File: config.mk
export PLATFORM = sky130hd
export DESIGN_NAME = fpu_align
export DESIGN_NICKNAME = d
export VERILOG_FILES = /design/src/rtl/fpu_pkg.sv /design/src/rtl/fpu_unpack.sv /design/src/rtl/fpu_align.sv
export SDC_FILE = /design/constraint.sdc
export NUM_CORES = 2
export LEC_CHECK = 0
export ABC_CLOCK_PERIOD_IN_PS = 19000
export CORE_MARGIN = 3
export CORE_UTILIZATION = 50
export DETAILED_ROUTE_END_ITERATION = 10
export PLACE_DENSITY = 0.68
export SYNTH_ARGS = -nofsm -noshare
export SYNTH_HDL_FRONTEND = slang
export SYNTH_SLANG_ARGS = --single-unit
File: constraint.sdc
create_clock -name clk -period 19 [get_ports clk]
set_input_delay 3.8 -clock clk [delete_from_list [all_inputs] [get_ports clk]]
set_output_delay 3.8 -clock clk [all_outputs]
set_load 0.01 [all_outputs]
File: src/rtl/fpu_pkg.sv
// Shared FPU definitions: operator codes, IEEE-754 single field widths and the unpacked operand form.
package fpu_pkg;

    localparam logic [1:0] OP_ADD  = 2'b00;
    localparam logic [1:0] OP_SUB  = 2'b01;
    localparam logic [1:0] OP_MUL  = 2'b10;
    localparam logic [1:0] OP_RSVD = 2'b11;

    localparam int BIAS      = 127;
    localparam int MAX_SHIFT = 25;

    localparam int EXP_W  = 8;
    localparam int FRAC_W = 23;
    localparam int MANT_W = 24;
    localparam int PROD_W = 48;

    typedef struct packed {
        logic              sign;
        logic [EXP_W-1:0]  exp;
        logic [MANT_W-1:0] mant;
    } fpu_unpacked_t;

endpackage

File: src/rtl/fpu_unpack.sv
// Combinational split of an IEEE-754 single into sign, effective exponent and 24-bit mantissa.
// Subnormals flush to zero unless FPU_ALIGN_DENORM_EN is defined.
module fpu_unpack
    import fpu_pkg::*;
(
    input  logic [31:0]   fp_i,
    output fpu_unpacked_t u_o,
    output logic          zero_o
);

    logic [EXP_W-1:0]  exp_f;
    logic [FRAC_W-1:0] frac_f;

    assign exp_f  = fp_i[30:23];
    assign frac_f = fp_i[22:0];

    always_comb begin
        u_o.sign = fp_i[31];
        if (exp_f == '0) begin
`ifdef FPU_ALIGN_DENORM_EN
            u_o.exp  = 8'd1;
            u_o.mant = {1'b0, frac_f};
`else
            u_o.exp  = '0;
            u_o.mant = '0;
`endif
        end else begin
            u_o.exp  = exp_f;
            u_o.mant = {1'b1, frac_f};
        end
    end

    assign zero_o = (u_o.mant == '0);

endmodule

File: src/rtl/fpu_align.sv
// FPU front end (2-stage valid/ready pipe): unpack, order/align, raw add/sub/mul; FPU_ALIGN_DENORM_EN keeps subnormals.
// Latency 2 cycles, 1 result/cycle; a stalled output holds both stages and drops in_ready.
module fpu_align
    import fpu_pkg::*;
(
    input  logic        clk,
    input  logic        rst,
    input  logic        in_valid,
    output logic        in_ready,
    input  logic [31:0] a,
    input  logic [31:0] b,
    input  logic [1:0]  op,
    output logic        out_valid,
    input  logic        out_ready,
    output logic        out_sign,
    output logic [7:0]  out_exponent,
    output logic [47:0] out_mantissa,
    output logic [1:0]  out_operator
);

    fpu_unpacked_t ua, ub, ul, us;
    logic          za, zb;

    fpu_unpack u_unpack_a (.fp_i(a), .u_o(ua), .zero_o(za));
    fpu_unpack u_unpack_b (.fp_i(b), .u_o(ub), .zero_o(zb));

    logic s2_en, s1_en;
    logic s1_valid_q, s1_valid_d;
    logic s2_valid_q, s2_valid_d;

    assign s2_en    = !s2_valid_q || out_ready;
    assign s1_en    = !s1_valid_q || s2_en;
    assign in_ready = s1_en;

    // ---------------- stage 1: order, align, exponent sum ----------------
    logic               sb_eff, sl, ss, a_ge_b;
    logic [EXP_W-1:0]   diff;
    logic [MANT_W-1:0]  ms_sh;
    logic signed [9:0]  msum;

    logic               s1_sign_d, s1_effsub_d, s1_zero_d;
    logic signed [9:0]  s1_exp_d;
    logic [MANT_W-1:0]  s1_ma_d, s1_mb_d;

    logic               s1_sign_q, s1_effsub_q, s1_zero_q;
    logic signed [9:0]  s1_exp_q;
    logic [MANT_W-1:0]  s1_ma_q, s1_mb_q;
    logic [1:0]         s1_op_q;

    always_comb begin
        sb_eff = ub.sign ^ (op == OP_SUB);
        a_ge_b = {ua.exp, ua.mant} >= {ub.exp, ub.mant};
        if (a_ge_b) begin
            ul = ua;
            us = ub;
            sl = ua.sign;
            ss = sb_eff;
        end else begin
            ul = ub;
            us = ua;
            sl = sb_eff;
            ss = ua.sign;
        end
        diff  = ul.exp - us.exp;
        ms_sh = (diff >= 8'(MAX_SHIFT)) ? '0 : (us.mant >> diff);
        msum  = $signed({2'b00, ua.exp}) + $signed({2'b00, ub.exp}) - 10'sd127;

        if (op == OP_MUL) begin
            s1_sign_d   = ua.sign ^ ub.sign;
            s1_exp_d    = msum;
            s1_ma_d     = ua.mant;
            s1_mb_d     = ub.mant;
            s1_effsub_d = 1'b0;
            s1_zero_d   = za || zb;
        end else begin
            s1_sign_d   = sl;
            s1_exp_d    = $signed({2'b00, ul.exp});
            s1_ma_d     = ul.mant;
            s1_mb_d     = ms_sh;
            s1_effsub_d = sl ^ ss;
            s1_zero_d   = 1'b0;
        end
    end

    assign s1_valid_d = s1_en ? in_valid : s1_valid_q;

    always_ff @(posedge clk or posedge rst) begin
        if (rst) begin
            s1_valid_q  <= 1'b0;
            s1_sign_q   <= 1'b0;
            s1_exp_q    <= '0;
            s1_ma_q     <= '0;
            s1_mb_q     <= '0;
            s1_effsub_q <= 1'b0;
            s1_zero_q   <= 1'b0;
            s1_op_q     <= '0;
        end else begin
            s1_valid_q <= s1_valid_d;
            if (s1_en && in_valid) begin
                s1_sign_q   <= s1_sign_d;
                s1_exp_q    <= s1_exp_d;
                s1_ma_q     <= s1_ma_d;
                s1_mb_q     <= s1_mb_d;
                s1_effsub_q <= s1_effsub_d;
                s1_zero_q   <= s1_zero_d;
                s1_op_q     <= op;
            end
        end
    end

    // ---------------- stage 2: raw arithmetic ----------------
    logic [PROD_W-1:0]  prod;
    logic [MANT_W:0]    addsub;
    logic               s2_sign_d, s2_sign_q;
    logic [EXP_W-1:0]   s2_exp_d, s2_exp_q;
    logic [PROD_W-1:0]  s2_mant_d, s2_mant_q;
    logic [1:0]         s2_op_q;

    assign prod   = {24'b0, s1_ma_q} * {24'b0, s1_mb_q};
    assign addsub = s1_effsub_q ? ({1'b0, s1_ma_q} - {1'b0, s1_mb_q})
                                : ({1'b0, s1_ma_q} + {1'b0, s1_mb_q});

    always_comb begin
        s2_sign_d = 1'b0;
        s2_exp_d  = '0;
        s2_mant_d = '0;
        case (s1_op_q)
            OP_ADD, OP_SUB: begin
                if (addsub != '0) begin
                    s2_sign_d = s1_sign_q;
                    s2_exp_d  = s1_exp_q[7:0];
                    s2_mant_d = {23'b0, addsub};
                end
            end
            OP_MUL: begin
                s2_sign_d = s1_sign_q;
                if (!s1_zero_q && s1_exp_q >= 10'sd1) begin
                    s2_exp_d  = (s1_exp_q > 10'sd254) ? 8'd254 : s1_exp_q[7:0];
                    s2_mant_d = prod;
                end
            end
            default: begin
            end
        endcase
    end

    assign s2_valid_d = s2_en ? s1_valid_q : s2_valid_q;

    always_ff @(posedge clk or posedge rst) begin
        if (rst) begin
            s2_valid_q <= 1'b0;
            s2_sign_q  <= 1'b0;
            s2_exp_q   <= '0;
            s2_mant_q  <= '0;
            s2_op_q    <= '0;
        end else begin
            s2_valid_q <= s2_valid_d;
            if (s2_en && s1_valid_q) begin
                s2_sign_q <= s2_sign_d;
                s2_exp_q  <= s2_exp_d;
                s2_mant_q <= s2_mant_d;
                s2_op_q   <= s1_op_q;
            end
        end
    end

    assign out_valid    = s2_valid_q;
    assign out_sign     = s2_sign_q;
    assign out_exponent = s2_exp_q;
    assign out_mantissa = s2_mant_q;
    assign out_operator = s2_op_q;

endmodule

# Word-level counts from Yosys, hierarchy flattened
# Index checks and enable logic that the tools add are counted.
[totals] in_bits=70 ff_bits=124 out_inout_bits=61 wordCells=70
[op_classes] mux=23 shifts=1 n_addsub=5 mul=1 bitwise=3 n_eq_ne=4 n_lt_le_gt_ge=4 n_reduce_logical=16
[op_table] op="two-way mux 32 bit" count=4
[op_table] op="one-hot mux 48 bit (2 select lines)" count=1
[op_table] op="two-way mux 24 bit" count=3
[op_table] op="two-way mux 25 bit" count=2
[op_table] op="zero test 24 bit" count=2
[op_table] op="multiplier 24 x 24 -> 48 bit" count=1
[op_table] op="two-way mux 48 bit" count=1
[op_table] op=">= comparator 32 bit" count=1
[op_table] op="adder 24 x 24 -> 25 bit" count=1
[op_table] op="nonzero test 25 bit" count=1
[op_table] op="subtractor 24 x 24 -> 25 bit" count=1
[op_table] op="two-way mux 8 bit" count=3
[op_table] op=">> shifter 24 x 8 -> 24 bit" count=1
[op_table] op="zero test 8 bit" count=2
[op_table] op="one-hot mux 8 bit (2 select lines)" count=1
[op_table] op=">= comparator 10 x 2 -> 1 bit (second input constant)" count=1
[op_table] op="> comparator 10 x 9 -> 1 bit (second input constant)" count=1
[op_table] op="two-way mux 10 bit" count=1
[op_table] op="subtractor 9 x 7 -> 10 bit (second input constant)" count=1
[op_table] op="adder 8 x 8 -> 9 bit" count=1
[op_table] op=">= comparator 8 x 5 -> 1 bit (second input constant)" count=1
[op_table] op="subtractor 8 bit" count=1
[op_table] op="two-way mux 1 bit" count=6
[op_table] op="== test 2 x 1 -> 1 bit (second input constant)" count=2
[op_table] op="8 further kinds" count=17

# Depth between registers and ports, before layout
[depth] depth_word=8 depth_mapped=31 ltp_nobuf=28

# Modules after synthesis
# A second synthesis with hierarchy kept.
[unflattened] cells_unflattened=3428 hier_area_um2=29635.9
[by_module_without_submodules] module="fpu_align" cells_each=3348 seq_area_each_um2=3103.0 area_each_um2=28980.3 instances=1
[by_module_without_submodules] module="fpu_unpack" cells_each=40 seq_area_each_um2=0.0 area_each_um2=327.8 instances=2

# Worst setup path before layout
# Ideal clock, no wire load.
[synth_path] path_type="input port to flip-flop" from="input b[24]" to="register s1_mb_q[1]" cell_stages=25 path_slack_ns=9.842 setup_time_ns=0.141 path_buffers=6 t_required_ns=18.859 arrival_ns=9.016 cell_sequence="nor4_1 nand2_1 clkbuf_1 clkbuf_1 nand2_1 ha_1 a211oi_1 o21ai_0 a21oi_1 o21ai_0 o31ai_4 buf_4 buf_2 buf_1 buf_1 nor3_1 a21oi_1 ha_1 inv_1 and2_4 xnor2_2 mux4_2 mux2_2 a221oi_2 o221ai_1"
[synth_between] elab_chain_cells=8 word_cells_on_any_way=10 cone_classes="add/sub: 1; order compare: 2; shift: 1; mux: 5; reduce/logical: 1"
[synth_lines] element="start, declared" line="fpu_align.sv:11" source="input logic [31:0] b,"
[synth_lines] element="zero test 8 bit" line="fpu_unpack.sv:19" source="if (exp_f == '0) begin"
[synth_lines] element="two-way mux 32 bit (*)" line="fpu_unpack.sv:19"
[synth_lines] element=">= comparator 32 bit" line="fpu_align.sv:52" source="a_ge_b = {ua.exp, ua.mant} >= {ub.exp, ub.mant};"
[synth_lines] element="two-way mux 32 bit" line="fpu_align.sv:53" source="if (a_ge_b) begin"
[synth_lines] element="subtractor 8 bit" line="fpu_align.sv:64" source="diff = ul.exp - us.exp;"
[synth_lines] element=">> shifter 24 x 8 -> 24 bit or >= comparator 8 x 5 -> 1 bit (tied branches)" line="fpu_align.sv:65" source="ms_sh = (diff >= 8'(MAX_SHIFT)) ? '0 : (us.mant >> diff);"
[synth_lines] element="two-way mux 24 bit" line="fpu_align.sv:65"
[synth_lines] element="two-way mux 24 bit (*)" line="fpu_align.sv:68" source="if (op == OP_MUL) begin"
[synth_lines] element="end signal, assigned" line="fpu_align.sv:103" source="s1_mb_q <= s1_mb_d;"
[synth_lines] element="end, declared" line="fpu_align.sv:47" source="logic [MANT_W-1:0] s1_ma_q, s1_mb_q;"
# Mark *: on every way between the ends. The rest lies on a longest branch, timed or not.
# A chain may end at the register's enable or synchronous reset.

# Worst setup path in the final report
[layout_path] from="input a[24]" to="register s1_mb_q[1]"
[layout_between] elab_chain_cells=8 word_cells_on_any_way=10 cone_classes="add/sub: 1; order compare: 2; shift: 1; mux: 5; reduce/logical: 1"
[layout_lines] element="start, declared" line="fpu_align.sv:10" source="input logic [31:0] a,"
[layout_lines] element="zero test 8 bit" line="fpu_unpack.sv:19"
[layout_lines] element="two-way mux 32 bit (*)" line="fpu_unpack.sv:19"
[layout_lines] element=">= comparator 32 bit" line="fpu_align.sv:52"
[layout_lines] element="two-way mux 32 bit" line="fpu_align.sv:53"
[layout_lines] element="subtractor 8 bit" line="fpu_align.sv:64"
[layout_lines] element=">> shifter 24 x 8 -> 24 bit or >= comparator 8 x 5 -> 1 bit (tied branches)" line="fpu_align.sv:65"
[layout_lines] element="two-way mux 24 bit (*)" line="fpu_align.sv:65"
[layout_lines] element="two-way mux 24 bit (*)" line="fpu_align.sv:68"
# Marks and branches as above.

==> run summary <==
outcome - completed
Yosys warnings - 0
RSZ-0062 raised after global routing - no
slowest CP cell - xnor2_2
Sw Ratio - 54.4%
DIE WIDTH - 248 um
htree depth - 4
Nets - 4238
fin worst setup slack - 9.24 ns
worst skew pair latency - 0.45 ns
Final ANT Viol Nets - 0
total negative slack - 0 ns
Setup Crit Path Kind - primary input to register
CTS clk-pin slew, worst paths - 0.07 ns
IO Port Bufs - 130
Fill cells - 5252
Vias per Instance - 5.57
Post-Syn Nets - 4229
vias - 23423
first-pass GRT wire length - 133 mm
Worst IR Drop VDD - 0.000142 V
Routed WL - 80.6 mm
cells after synthesis - 3427
drt first pass iters - 7
Final setup viols - 0
mean post-synth cell area - 8.52 um^2
CP peak stage delay - 0.66 ns
cts hold-fix bufs - 0
gp weighted congestion - 0.942
cell area power density - 139 mW/mm^2
dpl cell area - 0.0311 mm^2
Cell Rows - 87
worst path required time - 19.30 ns
crit end category - register
vias in the first global route - 24155
Netlist cell types - 81
#FFs+latches synth - 124
largest net degree at the start of global routing - 82
most common cell after layout, fill and taps aside - inv_1
Iter 0 DRT Violations - 1538
commonest register cell after synthesis - dfrtp_1
initial antenna violation count - 0
arrival time of the worst setup path - 10.06 ns
worst path buffer plus inverter count - 3
number of top-level pins - 131
Power Total - 4410 uW
Die Y - 248 um
Total GRT Usage - 27.7%
Design Area, Final - 0.0317 mm^2
Post-synth EDFFs - 0
Hold Crit Class - register to register
Setup Fix Bufs, Post-CTS - 0
CP cell instances - clkdlybuf4s50_1 > nor4_1 > nand2_1 > and2_1 > ha_1 > a211oi_1 > o21ai_0 > a21oi_1 > o21ai_0 > o31ai_4 > buf_4 > nor3_1 > a21oi_1 > ha_1 > inv_1 > and2_4 > xnor2_2 > mux4_2 > mux2_2 > a221oi_2 > o221ai_1
post-cts resize count - 0
Pleak - 0.0156 uW
Die Area - 0.0613 mm^2
final setup skew - 0.0137 ns
asr flop ratio synth - 100%
maximum clock frequency - 0.102 GHz
DRC - 0
Final Hold Violating Endpoints - 0
Logic pwr share - 83.1%
Crit path max-delay family - simple AND/OR/NAND/NOR gates
Overflow after GRT - 0
Tcrit/Tclk final - 51.3%
CP Launch Type - primary input
max_cap viols - 0
Final Critical Period - 9.76 ns
P_int - 2010 uW
CTS Buf Count - 17
CTS Sinks - 124
power share of the clock group - 7.5%
Place WS - 8.74 ns
Area Overhead vs Synth - 8.71%
TritonCTS clock tree - yes
Worst-Margin Slew - 1.19 ns
most frequent cells in the layout - inv_1, nand2_1, fa_1, and2_1, ha_1
register area share after synthesis - 10.6%
Root Buffer - clkbuf_16
share of post-route cells with drive strength above 1 - 4.23%
clock buffer depth - 2
NetSw - 2400 uW
Hold WS - 0.481 ns
share of power burned in registers - 9.3%
Crit Path Max Fanout - 29
Pins Over Slew Limit - 0
Core ar. - 0.0570 mm^2
Netlist Area Pre-Place - 0.0292 mm^2
DP HPWL - 63.0 mm
Initial Utilization - 51.2%
antenna cell count - 0
WL/cell - 19.2 um
Relative slew margins - 20.0%
-- power by group through the flow --
stage	Sequential, uW	Clock [uW]	Combinational [uW]
3_3_place_gp	414	0	3610
4_1_cts	410	336	3670
5_1_grt	419	347	4150
2_1_floorplan	394	0	2600
3_5_place_dp	414	0	3620
6_report	412	332	3670
-- cell usage after synthesis, types with 13 or more instances --
| cell | number | share of area (%) |
|---|---|---|
| a21o_1 | 29 | 0.75 |
| inv_1 | 604 | 7.8 |
| xnor2_1 | 71 | 2.1 |
| and2_1 | 304 | 6.5 |
| nand3_1 | 18 | 0.31 |
| o21a_1 | 18 | 0.46 |
| a22o_1 | 16 | 0.48 |
| nor3_1 | 35 | 0.60 |
| mux2i_1 | 52 | 1.8 |
| nor2_1 | 142 | 1.8 |
| nor2b_1 | 19 | 0.41 |
| buf_1 | 20 | 0.26 |
| a21oi_1 | 138 | 2.4 |
| nor4_1 | 14 | 0.30 |
| clkbuf_1 | 173 | 2.2 |
| nand2_1 | 490 | 6.3 |
| dfrtp_1 | 124 | 11 |
| o21ai_0 | 147 | 2.5 |
| mux2_2 | 13 | 0.50 |
| fa_1 | 484 | 33 |
| ha_1 | 248 | 11 |
| nand2b_1 | 20 | 0.43 |
| xor2_1 | 21 | 0.63 |
-- through the flow --
stage	std cells	utilization, %
detailed placement	4173	54.6
global placement	4173	54.6
floorplan	3427	-
CTS	4205	55.6
global route	4205	55.6
finish	4205	55.6
-- layer usage --
layer,vias up,GRT usage (%),wire length (um)
met2,778,45.4,38200
li1,10776,-,-
met1,11753,38.3,34700
met5,-,0,0
met4,0,8.81,2490
met3,116,3.86,5300
-- worst register-to-register path: cells and delay by family, from the launching register on --
family | cells | cell delay [ns]
and+or+nand+nor | 3 | 0.49
AOI/OAI and AO/OA | 9 | 2.78
xor gates and xnor gates | 1 | 0.20
adders and majority gates | 8 | 3.84
DFF | 1 | 0.89
buffers and inverters | 4 | 0.54
-- cell type report --
| class | count | area, um^2 | area share, % |
|---|---|---|---|
| clock buffers | 18 | 429 | 1.35 |
| clock inverters | 14 | 150 | 0.473 |
| inverters | 604 | 2270 | 7.16 |
| multi-input cells | 2492 | 23000 | 72.6 |
| flip-flops and latches | 124 | 3100 | 9.78 |
| well taps | 756 | 946 | 2.98 |
| repair buffers | 197 | 1800 | 5.69 |
-- final timing paths --
path	startpoint	slack (ns)	cells after the start	end
max in group asynchronous	rst	13.95	3	out_mantissa[36]
min	s1_ma_q[2]	0.48	2	s1_ma_q[2]
min reg2reg	s1_ma_q[2]	0.48	2	s1_ma_q[2]
max reg2reg	s1_ma_q[9]	10.16	25	out_mantissa[46]
min in group asynchronous	rst	3.87	2	out_valid
max	a[24]	9.24	21	s1_mb_q[1]
-- sequential cells by signal, summed over array words and instances, names as in the netlist --
| name | flops |
|---|---|
| out_sign | 1 |
| s1_valid_q | 1 |
| out_operator | 2 |
| out_mantissa | 48 |
| s1_effsub_q | 1 |
| out_valid | 1 |
| s1_mb_q | 24 |
| s1_zero_q | 1 |
| out_exponent | 8 |
| s1_op_q | 2 |
| s1_sign_q | 1 |
| s1_ma_q | 24 |
| s1_exp_q | 10 |
-- cells by family (layout without fill, tap and decap cells) --
logic type / Yosys count / in the layout / synth area share, %
AND/OR/NAND/NOR: 1092 / 1092 / 18.0
buffers and inverters: 811 / 833 / 10.6
adder cells (fa/ha/maj): 732 / 732 / 43.8
AO/OA/AOI/OAI: 498 / 498 / 11.1
flip-flops: 124 / 124 / 10.6
XOR/XNOR: 94 / 94 / 2.87
multiplexers: 76 / 76 / 3.11
Note: power is estimated with default switching activity, not from simulation.
